### config.mk
export PLATFORM = sky130hd
export DESIGN_NAME = dfr_phase_sequencer_flat
export DESIGN_NICKNAME = d
export VERILOG_FILES = /design/src/rtl/dfr_pkg.sv /design/src/rtl/dfr_phase_sequencer_if.sv /design/src/rtl/dfr_phase_counter.sv /design/src/rtl/dfr_phase_sequencer.sv /design/src/flat_wrapper.sv
export SDC_FILE = /design/constraint.sdc
export NUM_CORES = 1
export LEC_CHECK = 0
export BUFFER_PORTS_ARGS = -buffer_cell sky130_fd_sc_hd__buf_2
export CAP_MARGIN = 20
export CELL_PAD_IN_SITES_DETAIL_PLACEMENT = 0
export CELL_PAD_IN_SITES_GLOBAL_PLACEMENT = 1
export CORE_UTILIZATION = 38
export CTS_BUF_LIST = sky130_fd_sc_hd__clkbuf_4
export CTS_CLUSTER_DIAMETER = 100
export CTS_CLUSTER_SIZE = 40
export DETAILED_ROUTE_END_ITERATION = 8
export GPL_TIMING_DRIVEN = 0
export PLACE_DENSITY = 0.72
export SYNTH_ARGS = -nofsm -noshare
export SYNTH_HDL_FRONTEND = slang
export SYNTH_SLANG_ARGS = --single-unit
### constraint.sdc
create_clock -name S_AXI_ACLK -period 4.3 [get_ports S_AXI_ACLK]
set_clock_uncertainty 0.1 [all_clocks]
set_input_delay 0.215 -clock S_AXI_ACLK [delete_from_list [all_inputs] [get_ports S_AXI_ACLK]]
set_output_delay 0.215 -clock S_AXI_ACLK [all_outputs]
set_load 0.05 [all_outputs]
### src/rtl/dfr_pkg.sv
// Shared types and constants for the DFR run sequencer.
package dfr_pkg;

  localparam int DEF_CNT_WIDTH = 32;

  localparam logic [1:0] PH_IDLE  = 2'd0;
  localparam logic [1:0] PH_INIT  = 2'd1;
  localparam logic [1:0] PH_TRAIN = 2'd2;
  localparam logic [1:0] PH_TEST  = 2'd3;

  typedef enum logic [2:0] {
    ST_IDLE,
    ST_SEL,
    ST_LOAD,
    ST_STEP,
    ST_NEXT,
    ST_DONE
  } state_t;

  function automatic logic [1:0] phase_after(input logic [1:0] ph);
    return ph + 2'd1;
  endfunction

endpackage

### src/rtl/dfr_phase_sequencer_if.sv
// Datapath handshake between the run sequencer (master) and the DFR datapath (slave).
interface dfr_phase_sequencer_if #(
  parameter int SAMPLE_ADDR_WIDTH = 16,
  parameter int OUT_ADDR_WIDTH    = 16
);

  logic                         sample_req;
  logic [SAMPLE_ADDR_WIDTH-1:0] sample_addr;
  logic                         sample_ack;
  logic                         step_en;
  logic                         step_ack;
  logic                         out_wen;
  logic [OUT_ADDR_WIDTH-1:0]    out_addr;

  modport master (
    output sample_req, sample_addr, step_en, out_wen, out_addr,
    input  sample_ack, step_ack
  );

  modport slave (
    input  sample_req, sample_addr, step_en, out_wen, out_addr,
    output sample_ack, step_ack
  );

endinterface

### src/rtl/dfr_phase_counter.sv
// Per-phase sample, step and per-sample step counters; shared by all three phases.
module dfr_phase_counter
  import dfr_pkg::*;
#(
  parameter int CNT_WIDTH = DEF_CNT_WIDTH
) (
  input  logic                 clk,
  input  logic                 rst_n,
  input  logic                 clr,
  input  logic                 sample_inc,
  input  logic                 step_inc,
  input  logic                 spp_clr,
  input  logic [CNT_WIDTH-1:0] sample_cap,
  input  logic [CNT_WIDTH-1:0] step_cap,
  input  logic [CNT_WIDTH-1:0] spp_cap,
  output logic                 sample_last,
  output logic                 step_last,
  output logic                 step_full,
  output logic                 spp_last
);

  localparam logic [CNT_WIDTH-1:0] ONE = CNT_WIDTH'(1);

  logic [CNT_WIDTH-1:0] sample_cnt;
  logic [CNT_WIDTH-1:0] step_cnt;
  logic [CNT_WIDTH-1:0] spp_cnt;

  always_ff @(posedge clk or negedge rst_n) begin
    if (!rst_n) begin
      sample_cnt <= '0;
      step_cnt   <= '0;
      spp_cnt    <= '0;
    end else if (clr) begin
      sample_cnt <= '0;
      step_cnt   <= '0;
      spp_cnt    <= '0;
    end else begin
      if (sample_inc) sample_cnt <= sample_cnt + ONE;
      if (step_inc)   step_cnt   <= step_cnt + ONE;
      if (spp_clr)       spp_cnt <= '0;
      else if (step_inc) spp_cnt <= spp_cnt + ONE;
    end
  end

  // "last" flags look one increment ahead so the FSM can decide in the same cycle it counts.
  assign sample_last = (sample_cnt + ONE) == sample_cap;
  assign step_last   = (step_cnt + ONE) == step_cap;
  assign spp_last    = (spp_cnt + ONE) == spp_cap;
  assign step_full   = step_cnt == step_cap;

endmodule

### src/rtl/dfr_phase_sequencer.sv
// DFR run controller: walks init/train/test, fetching samples, stepping the reservoir
// and addressing the node-output capture memory.
//
// state | meaning
// IDLE  | waiting for start
// SEL   | pick current phase, skip it if it has no samples or no steps
// LOAD  | sample_req high until sample_ack
// STEP  | step_en high until step_ack, capture node output in train/test
// NEXT  | advance to next sample or finish the phase
// DONE  | one-cycle done pulse
module dfr_phase_sequencer
  import dfr_pkg::*;
#(
  parameter int SAMPLE_ADDR_WIDTH = 16,
  parameter int OUT_ADDR_WIDTH    = 16,
  parameter int CNT_WIDTH         = DEF_CNT_WIDTH
) (
  input  logic                 S_AXI_ACLK,
  input  logic                 S_AXI_ARESETN,
  input  logic                 start,
  input  logic [CNT_WIDTH-1:0] num_init_samples,
  input  logic [CNT_WIDTH-1:0] num_init_steps,
  input  logic [CNT_WIDTH-1:0] num_train_samples,
  input  logic [CNT_WIDTH-1:0] num_train_steps,
  input  logic [CNT_WIDTH-1:0] num_test_samples,
  input  logic [CNT_WIDTH-1:0] num_test_steps,
  input  logic [CNT_WIDTH-1:0] num_steps_per_sample,
  output logic                 busy,
  output logic [1:0]           phase,
  output logic                 done,
  dfr_phase_sequencer_if.master dp
);

  state_t state_q, state_d;
  logic [1:0] phase_q, phase_d;

  logic [CNT_WIDTH-1:0] sh_init_samples, sh_init_steps;
  logic [CNT_WIDTH-1:0] sh_train_samples, sh_train_steps;
  logic [CNT_WIDTH-1:0] sh_test_samples, sh_test_steps;
  logic [CNT_WIDTH-1:0] sh_spp;

  logic [CNT_WIDTH-1:0] cur_samples, cur_steps;

  logic [SAMPLE_ADDR_WIDTH-1:0] sample_addr_q;
  logic [OUT_ADDR_WIDTH-1:0]    out_addr_q;

  logic load_shadow, cnt_clr, sample_inc, step_inc, spp_clr, saddr_inc, oaddr_inc;
  logic sample_last, step_last, step_full, spp_last;

  always_comb begin
    cur_samples = '0;
    cur_steps   = '0;
    case (phase_q)
      PH_INIT:  begin cur_samples = sh_init_samples;  cur_steps = sh_init_steps;  end
      PH_TRAIN: begin cur_samples = sh_train_samples; cur_steps = sh_train_steps; end
      PH_TEST:  begin cur_samples = sh_test_samples;  cur_steps = sh_test_steps;  end
      default:  begin cur_samples = '0;               cur_steps = '0;             end
    endcase
  end

  dfr_phase_counter #(.CNT_WIDTH(CNT_WIDTH)) u_cnt (
    .clk         (S_AXI_ACLK),
    .rst_n       (S_AXI_ARESETN),
    .clr         (cnt_clr),
    .sample_inc  (sample_inc),
    .step_inc    (step_inc),
    .spp_clr     (spp_clr),
    .sample_cap  (cur_samples),
    .step_cap    (cur_steps),
    .spp_cap     (sh_spp),
    .sample_last (sample_last),
    .step_last   (step_last),
    .step_full   (step_full),
    .spp_last    (spp_last)
  );

  always_ff @(posedge S_AXI_ACLK or negedge S_AXI_ARESETN) begin
    if (!S_AXI_ARESETN) begin
      state_q <= ST_IDLE;
      phase_q <= PH_IDLE;
    end else begin
      state_q <= state_d;
      phase_q <= phase_d;
    end
  end

  always_comb begin
    state_d     = state_q;
    phase_d     = phase_q;
    load_shadow = 1'b0;
    cnt_clr     = 1'b0;
    sample_inc  = 1'b0;
    step_inc    = 1'b0;
    spp_clr     = 1'b0;
    saddr_inc   = 1'b0;
    oaddr_inc   = 1'b0;
    case (state_q)
      ST_IDLE: begin
        if (start) begin
          load_shadow = 1'b1;
          cnt_clr     = 1'b1;
          state_d     = ST_SEL;
          phase_d     = PH_INIT;
        end
      end
      ST_SEL: begin
        if (cur_samples == '0 || cur_steps == '0) begin
          if (phase_q == PH_TEST) state_d = ST_DONE;
          else                    phase_d = phase_after(phase_q);
        end else begin
          state_d = ST_LOAD;
        end
      end
      ST_LOAD: begin
        if (dp.sample_ack) state_d = (sh_spp == '0) ? ST_NEXT : ST_STEP;
      end
      ST_STEP: begin
        if (dp.step_ack) begin
          step_inc = 1'b1;
          if (phase_q != PH_INIT) oaddr_inc = 1'b1;
          if (step_last || spp_last) state_d = ST_NEXT;
        end
      end
      ST_NEXT: begin
        saddr_inc  = 1'b1;
        sample_inc = 1'b1;
        spp_clr    = 1'b1;
        // step_full here means the step cap was hit in STEP: the phase is exhausted.
        if (step_full || sample_last) begin
          cnt_clr = 1'b1;
          if (phase_q == PH_TEST) begin
            state_d = ST_DONE;
          end else begin
            phase_d = phase_after(phase_q);
            state_d = ST_SEL;
          end
        end else begin
          state_d = ST_LOAD;
        end
      end
      ST_DONE: begin
        state_d = ST_IDLE;
        phase_d = PH_IDLE;
      end
      default: begin
        state_d = ST_IDLE;
        phase_d = PH_IDLE;
      end
    endcase
  end

  always_ff @(posedge S_AXI_ACLK or negedge S_AXI_ARESETN) begin
    if (!S_AXI_ARESETN) begin
      sh_init_samples  <= '0;
      sh_init_steps    <= '0;
      sh_train_samples <= '0;
      sh_train_steps   <= '0;
      sh_test_samples  <= '0;
      sh_test_steps    <= '0;
      sh_spp           <= '0;
    end else if (load_shadow) begin
      sh_init_samples  <= num_init_samples;
      sh_init_steps    <= num_init_steps;
      sh_train_samples <= num_train_samples;
      sh_train_steps   <= num_train_steps;
      sh_test_samples  <= num_test_samples;
      sh_test_steps    <= num_test_steps;
      sh_spp           <= num_steps_per_sample;
    end
  end

  // Addresses wrap silently; sample_addr runs continuously across all phases.
  always_ff @(posedge S_AXI_ACLK or negedge S_AXI_ARESETN) begin
    if (!S_AXI_ARESETN) begin
      sample_addr_q <= '0;
      out_addr_q    <= '0;
    end else if (load_shadow) begin
      sample_addr_q <= '0;
      out_addr_q    <= '0;
    end else begin
      if (saddr_inc) sample_addr_q <= sample_addr_q + SAMPLE_ADDR_WIDTH'(1);
      if (oaddr_inc) out_addr_q    <= out_addr_q + OUT_ADDR_WIDTH'(1);
    end
  end

  assign busy           = state_q != ST_IDLE;
  assign phase          = phase_q;
  assign done           = state_q == ST_DONE;
  assign dp.sample_req  = state_q == ST_LOAD;
  assign dp.sample_addr = sample_addr_q;
  assign dp.step_en     = state_q == ST_STEP;
  assign dp.out_wen     = (state_q == ST_STEP) && dp.step_ack && (phase_q != PH_INIT);
  assign dp.out_addr    = out_addr_q;

endmodule

### src/flat_wrapper.sv
// flat-port wrapper written by rule: the top's interface ports become plain ports
module dfr_phase_sequencer_flat import dfr_pkg::*;
#(
  parameter int SAMPLE_ADDR_WIDTH = 16,
  parameter int OUT_ADDR_WIDTH    = 16,
  parameter int CNT_WIDTH         = DEF_CNT_WIDTH
)
  (S_AXI_ACLK, S_AXI_ARESETN, start, num_init_samples, num_init_steps, num_train_samples, num_train_steps, num_test_samples, num_test_steps, num_steps_per_sample, busy, phase, done, dp_sample_req, dp_sample_addr, dp_step_en, dp_out_wen, dp_out_addr, dp_sample_ack, dp_step_ack);
  dfr_phase_sequencer_if #(.SAMPLE_ADDR_WIDTH(SAMPLE_ADDR_WIDTH), .OUT_ADDR_WIDTH(OUT_ADDR_WIDTH)) dp_i ();
  input  logic S_AXI_ACLK;
  input  logic S_AXI_ARESETN;
  input  logic start;
  input  logic [CNT_WIDTH-1:0] num_init_samples;
  input  logic [CNT_WIDTH-1:0] num_init_steps;
  input  logic [CNT_WIDTH-1:0] num_train_samples;
  input  logic [CNT_WIDTH-1:0] num_train_steps;
  input  logic [CNT_WIDTH-1:0] num_test_samples;
  input  logic [CNT_WIDTH-1:0] num_test_steps;
  input  logic [CNT_WIDTH-1:0] num_steps_per_sample;
  output logic busy;
  output logic [1:0] phase;
  output logic done;
  output wire logic [$bits(dp_i.sample_req)-1:0] dp_sample_req;
  output wire logic [$bits(dp_i.sample_addr)-1:0] dp_sample_addr;
  output wire logic [$bits(dp_i.step_en)-1:0] dp_step_en;
  output wire logic [$bits(dp_i.out_wen)-1:0] dp_out_wen;
  output wire logic [$bits(dp_i.out_addr)-1:0] dp_out_addr;
  input wire logic [$bits(dp_i.sample_ack)-1:0] dp_sample_ack;
  input wire logic [$bits(dp_i.step_ack)-1:0] dp_step_ack;
  assign dp_sample_req = dp_i.sample_req;
  assign dp_sample_addr = dp_i.sample_addr;
  assign dp_step_en = dp_i.step_en;
  assign dp_out_wen = dp_i.out_wen;
  assign dp_out_addr = dp_i.out_addr;
  assign dp_i.sample_ack = dp_sample_ack;
  assign dp_i.step_ack = dp_step_ack;
  dfr_phase_sequencer #(.SAMPLE_ADDR_WIDTH(SAMPLE_ADDR_WIDTH), .OUT_ADDR_WIDTH(OUT_ADDR_WIDTH), .CNT_WIDTH(CNT_WIDTH)) u_core (.S_AXI_ACLK(S_AXI_ACLK), .S_AXI_ARESETN(S_AXI_ARESETN), .start(start), .num_init_samples(num_init_samples), .num_init_steps(num_init_steps), .num_train_samples(num_train_samples), .num_train_steps(num_train_steps), .num_test_samples(num_test_samples), .num_test_steps(num_test_steps), .num_steps_per_sample(num_steps_per_sample), .busy(busy), .phase(phase), .done(done), .dp(dp_i));
endmodule
==> metrics, run 1 <==
Die Area ~54000 um^2; DR vias between 20000 and 25000; TritonCTS buffer count 17; Net Switching around 7.3 mW; core area around 53000 um^2; Area growth syn-to-layout 38.3%; worst slew pin tran roughly 1200 ps; clk_lat worst skew slightly below 900 ps; drt total wl about 84000 um; Final HPWL DP 56500 um; Net Count, Synth 2714; Combinational Power Share 0.537; synth unique cells 83; CP Data Required Time between 4000 and 5000 ps; final setup fails 0; worst reg2reg path depth 14; placed insts 3436; First-pass DRT Iterations 6; status finished clean; maximum fanout along the worst path 10; Area contributors post-synth dfrtp_1 44%, nand2_1 15%, xnor2_1 5.3%; root cell of the clock tree clkbuf_4; layout cell share with drive strength beyond 1 0.142; dpl ws -674 ps; crit path launch type register; drc violations 0; Clk pwr share 0.105; Critical Path AT roughly 4800 ps; Nets approximately 3500; Total GRT Usage 0.304; CTS H-tree lvls 1; RSZ-0062 raised after global routing false; LEAKAGE between 10 and 15 nW; largest net degree at the start of global routing roughly 110; FFs w/ async S/R, synth 1.00; grt ovf 0; top-area cell type share of the netlist area 0.441; Initial Util 0.385; Net Sw Frac 0.481; clk sinks about 360; Seq/Total Area, Yosys 0.441; Post-Syn Area per Cell about 8 um^2; CP Capture Type register; Int Pwr between 7 and 8 mW; Buffers on Ports between 200 and 300; Max-slew headroom 0.222; num ports around 270; CTS tree done; CTS max path bufs 3; most used flip-flop cell after synthesis dfrtp_1; fmax approximately 0.24 GHz; Period minus WS final between 4000 and 5000 ps; remaining antenna violation count after routing 0; max_cap viols 0; Setup CP Type register to register; initial drt markers about 2200; Synth Cell Area 20300 um^2; multi-input logic area between 10000 and 15000 um^2; Final Non-Filler Cells ~4000; r2r setup slk ~140 ps; #FFs+latches synth 357; YS warnings 0; WL/cell between 20 and 25 um; die extent in y between 200 and 250 um; die width approximately 230 um; hold path cells 4; first-pass GRT wire length roughly 130000 um; Final Max Slew Viols 0; worst setup margin 140 ps; Tcrit/Tclk final 0.968; setup TNS 0 ps; Power Dens Cells ~540 nW/um^2; maximum vdd drop approximately 0.31 mV; Fillers between 4000 and 5000; Post-Synthesis Cells around 2500; final hold violations 0; number of synthesized flops with an enable pin 0; # rows 84; DR vias/cell about 5.6; Reg area 8930 um^2; register share of total power 0.357; largest area contributor in the netlist dfrtp_1; clock-pin slew on the worst setup and hold paths between 300 and 400 ps; initial antenna violation count 4; GP Congestion 0.906; vias in the first global route roughly 22000; Tot Pwr 15.1 mW; HP Class input port to register
[power groups by stage]
stage	logic, mW	registers, mW	clock network (mW)
finish	8.11	5.39	1.59
global route	8.77	5.51	1.73
CTS	7.75	5.35	1.63
detailed placement	7.03	5.43	0
global placement	6.95	5.39	0
floorplan	4.56	5.32	0
[layer usage]
metal	track usage	wire, um
met4	0.102	2970
met2	0.501	39100
met3	0.0438	5850
met5	0	0
met1	0.408	35900
[final cells by class]
type                    instances  share of cell area
repair buffers                788               0.230
well taps                     688              0.0307
multi-input cells            1915               0.376
diodes                          5            0.000446
clock buffers                  17             0.00455
inverters                      36             0.00482
clock inverters                12             0.00754
flip-flops and latches        357               0.319
plain buffers                 167              0.0271
[sequential cells by signal (all words and copies together), names as in the netlist]
register / cells
u_core.dp.out_addr: 16
u_core.dp.sample_addr: 16
u_core.phase: 2
u_core.sh_init_samples: 32
u_core.sh_init_steps: 32
u_core.sh_spp: 32
u_core.sh_test_samples: 32
u_core.sh_test_steps: 32
u_core.sh_train_samples: 32
u_core.sh_train_steps: 32
u_core.state_q: 3
u_core.u_cnt.sample_cnt: 32
u_core.u_cnt.spp_cnt: 32
u_core.u_cnt.step_cnt: 32
[cell families (layout without fill, tap and decap cells)]
logic type	count (synthesis)	after routing	share of synthesized area
AND/OR/NAND/NOR	1342	1342	0.294
adder cells (fa/ha/maj)	10	10	0.00605
buffers and inverters	204	1020	0.0422
other	0	5	0
AO/OA/AOI/OAI	358	358	0.127
flip-flops	357	357	0.441
multiplexers	14	14	0.00710
XOR/XNOR	191	191	0.0826
[per-stage QoR]
stage | hold slack [ps] | cell area (um^2) | utilization
finish | 72.6 | 28000 | 0.532
CTS | 3.78 | 27800 | 0.528
global placement | 309 | 22500 | 0.426
detailed placement | 79.7 | 22600 | 0.428
floorplan | -181 | 20300 | -
global route | 60.0 | 28000 | 0.532
[synthesized netlist by cell type (5+ instances only)]
cell type,n
a21oi_1,64
a222oi_1,62
a31oi_1,18
and2_1,15
and3_1,31
and4_1,12
buf_1,16
buf_2,33
buf_4,6
clkbuf_1,108
dfrtp_1,357
ha_1,9
inv_1,36
mux2i_1,11
nand2_1,822
nand2b_1,6
nand3_1,102
nand3b_1,5
nand4_1,59
nor2_1,164
nor2b_1,5
nor3_1,38
nor4_1,31
nor4bb_1,10
o211ai_1,9
o21ai_0,94
o22ai_1,8
o311ai_2,10
o31ai_1,20
o32ai_1,11
or3_1,7
or4_1,7
xnor2_1,122
xor2_1,69
[critical path, cell delays in order, from the launching register on]
cell       delay [ps]
dfrtp_2           520
inv_2              90
ha_4              190
a222oi_1          820
a21boi_0          320
a2111oi_0         130
o21bai_1          190
a221o_1           350
o21ai_1           180
nor4_4             80
buf_4             170
a21oi_2           320
buf_2             350
nand3_1           130
o311ai_2          110
[cells in the final DEF, fill, tap and decap left out, types with 11 or more instances in the layout]
cell type      instances
buf_2                299
xor2_1                69
and3_1                31
buf_4                 76
clkbuf_4              19
nand3_1              102
o32ai_1               11
xnor2_1              122
clkbuf_2              11
dlygate4sd3_1        447
and2_1                15
mux2i_1               11
clkbuf_1             100
and4_1                12
nor4_1                31
nand2_1              822
o31ai_1               19
dfrtp_1              356
inv_1                 35
nor2_1               164
a21oi_1               64
a222oi_1              62
nor3_1                37
o21ai_0               94
a31oi_1               18
nand4_1               59
[path summary, 6_finish.rpt]
check | from | endpoint
setup / recovery | u_core.phase[0] | u_core.u_cnt.sample_cnt[19]
hold / removal | num_test_samples[31] | u_core.sh_test_samples[31]
setup reg to reg | u_core.phase[0] | u_core.u_cnt.sample_cnt[19]
hold reg to reg | u_core.dp.sample_addr[15] | u_core.dp.sample_addr[15]
max in group asynchronous | S_AXI_ARESETN | u_core.sh_test_samples[31]
min in group asynchronous | S_AXI_ARESETN | u_core.sh_spp[6]
[repair_timing]
item | CTS | global route
gates cloned | 0 | 1
pin swaps | 31 | 21
resized for setup | 26 | 18
hold buffers | 448 | 0
buffers inserted | 46 | 21
setup endpoints to repair | 69 | 67
endpoints found under the hold margin | 600 | 0
No activity file was read; power rests on OpenSTA's default activity.
==> run 2: changes to the inputs <==
--- a/config.mk
+++ b/config.mk
@@ -14,8 +14,10 @@
 export CTS_CLUSTER_DIAMETER = 100
 export CTS_CLUSTER_SIZE = 40
 export DETAILED_ROUTE_END_ITERATION = 8
+export GPL_ROUTABILITY_DRIVEN = 1
 export GPL_TIMING_DRIVEN = 0
 export PLACE_DENSITY = 0.72
+export RECOVER_POWER = 25
 export SYNTH_ARGS = -nofsm -noshare
 export SYNTH_HDL_FRONTEND = slang
 export SYNTH_SLANG_ARGS = --single-unit
==> run 2 against run 1 <==
The run now ends with max-capacitance violations, max-slew violations left. Critical path depth unchanged. Non-clock buffer count unchanged. Sequential share of layout area up 0.11 points. Hold slack better by 2.4 ps. Sequential power about the same. Routed wire length about the same. Flip-flop and latch count unchanged. Maximum frequency down 0.23%. Cell area down 0.33%.
==> metrics, run 2 (synthesis gave the netlist of run 1 again) <==
core area 52700 um^2; grt ovf 0; first-pass GRT wire length 127000 um; setup TNS 0 ps; Tcrit/Tclk final 0.970; initial antenna violation count 4; RSZ-0062 raised after global routing false; largest net degree at the start of global routing 113; Power Dens Cells 540 nW/um^2; Reg area just under 9000 um^2; status finished with violations; HP Class input port to register; num ports around 270; final instance area between 20000 and 30000 um^2; most frequent cells in the layout 822 x nand2_1, 447 x dlygate4sd3_1, 356 x dfrtp_1, 299 x buf_2, 164 x nor2_1; final setup fails 0; Final HPWL DP ~57000 um; crit path launch type register; commonest non-fill, non-tap cell in the layout nand2_1; WHS ~75 ps; Die Area approximately 54000 um^2; Initial Util 0.385; First-pass DRT Iterations 9; Tot Pwr roughly 15 mW; clock-pin slew on the worst setup and hold paths roughly 330 ps; worst setup margin roughly 130 ps; GP Congestion a little over 0.9; drc violations 0; LEAKAGE 13.0 nW; TritonCTS buffer count 17; maximum fanout along the worst path 10; CTS max path bufs 3; Max-slew headroom -1.02; Nets 3520; root cell of the clock tree clkbuf_4; dpl ws -674 ps; maximum vdd drop approximately 0.31 mV; Final Max Slew Viols ~360; remaining antenna violation count after routing 0; DR vias/cell around 5.6; CP Data Required Time 4940 ps; DP Area roughly 23000 um^2; # rows 84; DR vias between 20000 and 25000; die extent in y between 200 and 250 um; Setup CP Type register to register; initial drt markers 2360; clk sinks 357; Total GRT Usage 0.304; layout cell share with drive strength beyond 1 0.142; vias in the first global route 21800; Fillers 4884; drt total wl 83800 um; failing checks max-capacitance violations, max-slew violations; worst slew pin tran ~3000 ps; CTS H-tree lvls 1; max_cap viols 4; clk_lat worst skew 880 ps; Area growth syn-to-layout 37.9%; CTS tree done; Period minus WS final 4170 ps; Critical Path AT 4810 ps; WL/cell approximately 21 um; die width around 230 um; final hold violations 0; Buffers on Ports about 270; CP Capture Type register; multi-input logic area about 11000 um^2; fmax about 0.24 GHz
[run 2: path summary, 6_finish.rpt]
path | startpoint | end | slack [ps] | cells after the start
setup / recovery | u_core.phase[0] | u_core.u_cnt.sample_cnt[19] | 130 | 14
hold / removal | num_train_samples[31] | u_core.sh_train_samples[31] | 70 | 4
setup reg to reg | u_core.phase[0] | u_core.u_cnt.sample_cnt[19] | 130 | 14
hold reg to reg | u_core.dp.sample_addr[15] | u_core.dp.sample_addr[15] | 410 | 1
max in group asynchronous | S_AXI_ARESETN | u_core.phase[0] | 770 | 4
min in group asynchronous | S_AXI_ARESETN | u_core.sh_spp[14] | 1060 | 4
[run 2: worst max-delay path, stage by stage (launching register included)]
cell       delay [ps]
dfrtp_2           520
inv_2              90
ha_4              190
a222oi_1          850
a21boi_0          320
a2111oi_0         120
o21bai_1          190
a221o_1           350
o21ai_1           180
nor4_4             80
buf_4             170
a21oi_2           320
buf_2             350
nand3_1           130
o311ai_2          110
[run 2: cell type report]
class / instances / share of cell area
inverter: 36 / 0.00484
timing repair buffer: 788 / 0.228
buffer: 167 / 0.0271
antenna: 4 / 0.000358
sequential: 357 / 0.320
clock buffer: 17 / 0.00457
multi-input combinational: 1915 / 0.377
clock inverter: 12 / 0.00757
tap: 688 / 0.0308
[run 2: repair_timing]
item,CTS,global route
endpoints found under the hold margin,600,0
pin swaps,31,21
resized for setup,26,18
buffers inserted,46,21
hold buffers,448,0
cloned,0,1
endpoints found under the setup margin,69,67
[run 2: metal layers]
| metal | GRT usage | wire (um) | up-vias |
|---|---|---|---|
| met4 | 0.102 | 3180 | 0 |
| li1 | - | - | 10100 |
| met2 | 0.501 | 38900 | 988 |
| met3 | 0.0438 | 6000 | 202 |
| met1 | 0.408 | 35700 | 10800 |
| met5 | 0 | 0 | - |
[run 2: where the power goes]
part | internal, mW | switching, mW | leakage, nW
Combinational | 3.05 | 5.06 | 8.13
Sequential | 4.48 | 0.910 | 4.66
Clock | 0.302 | 1.29 | 0.169
[run 2: stage by stage]
step | std cells | util
finish | 3984 | 0.530
CTS | 3959 | 0.528
global placement | 3431 | 0.426
detailed placement | 3436 | 0.428
floorplan | 2476 | -
global route | 3983 | 0.530
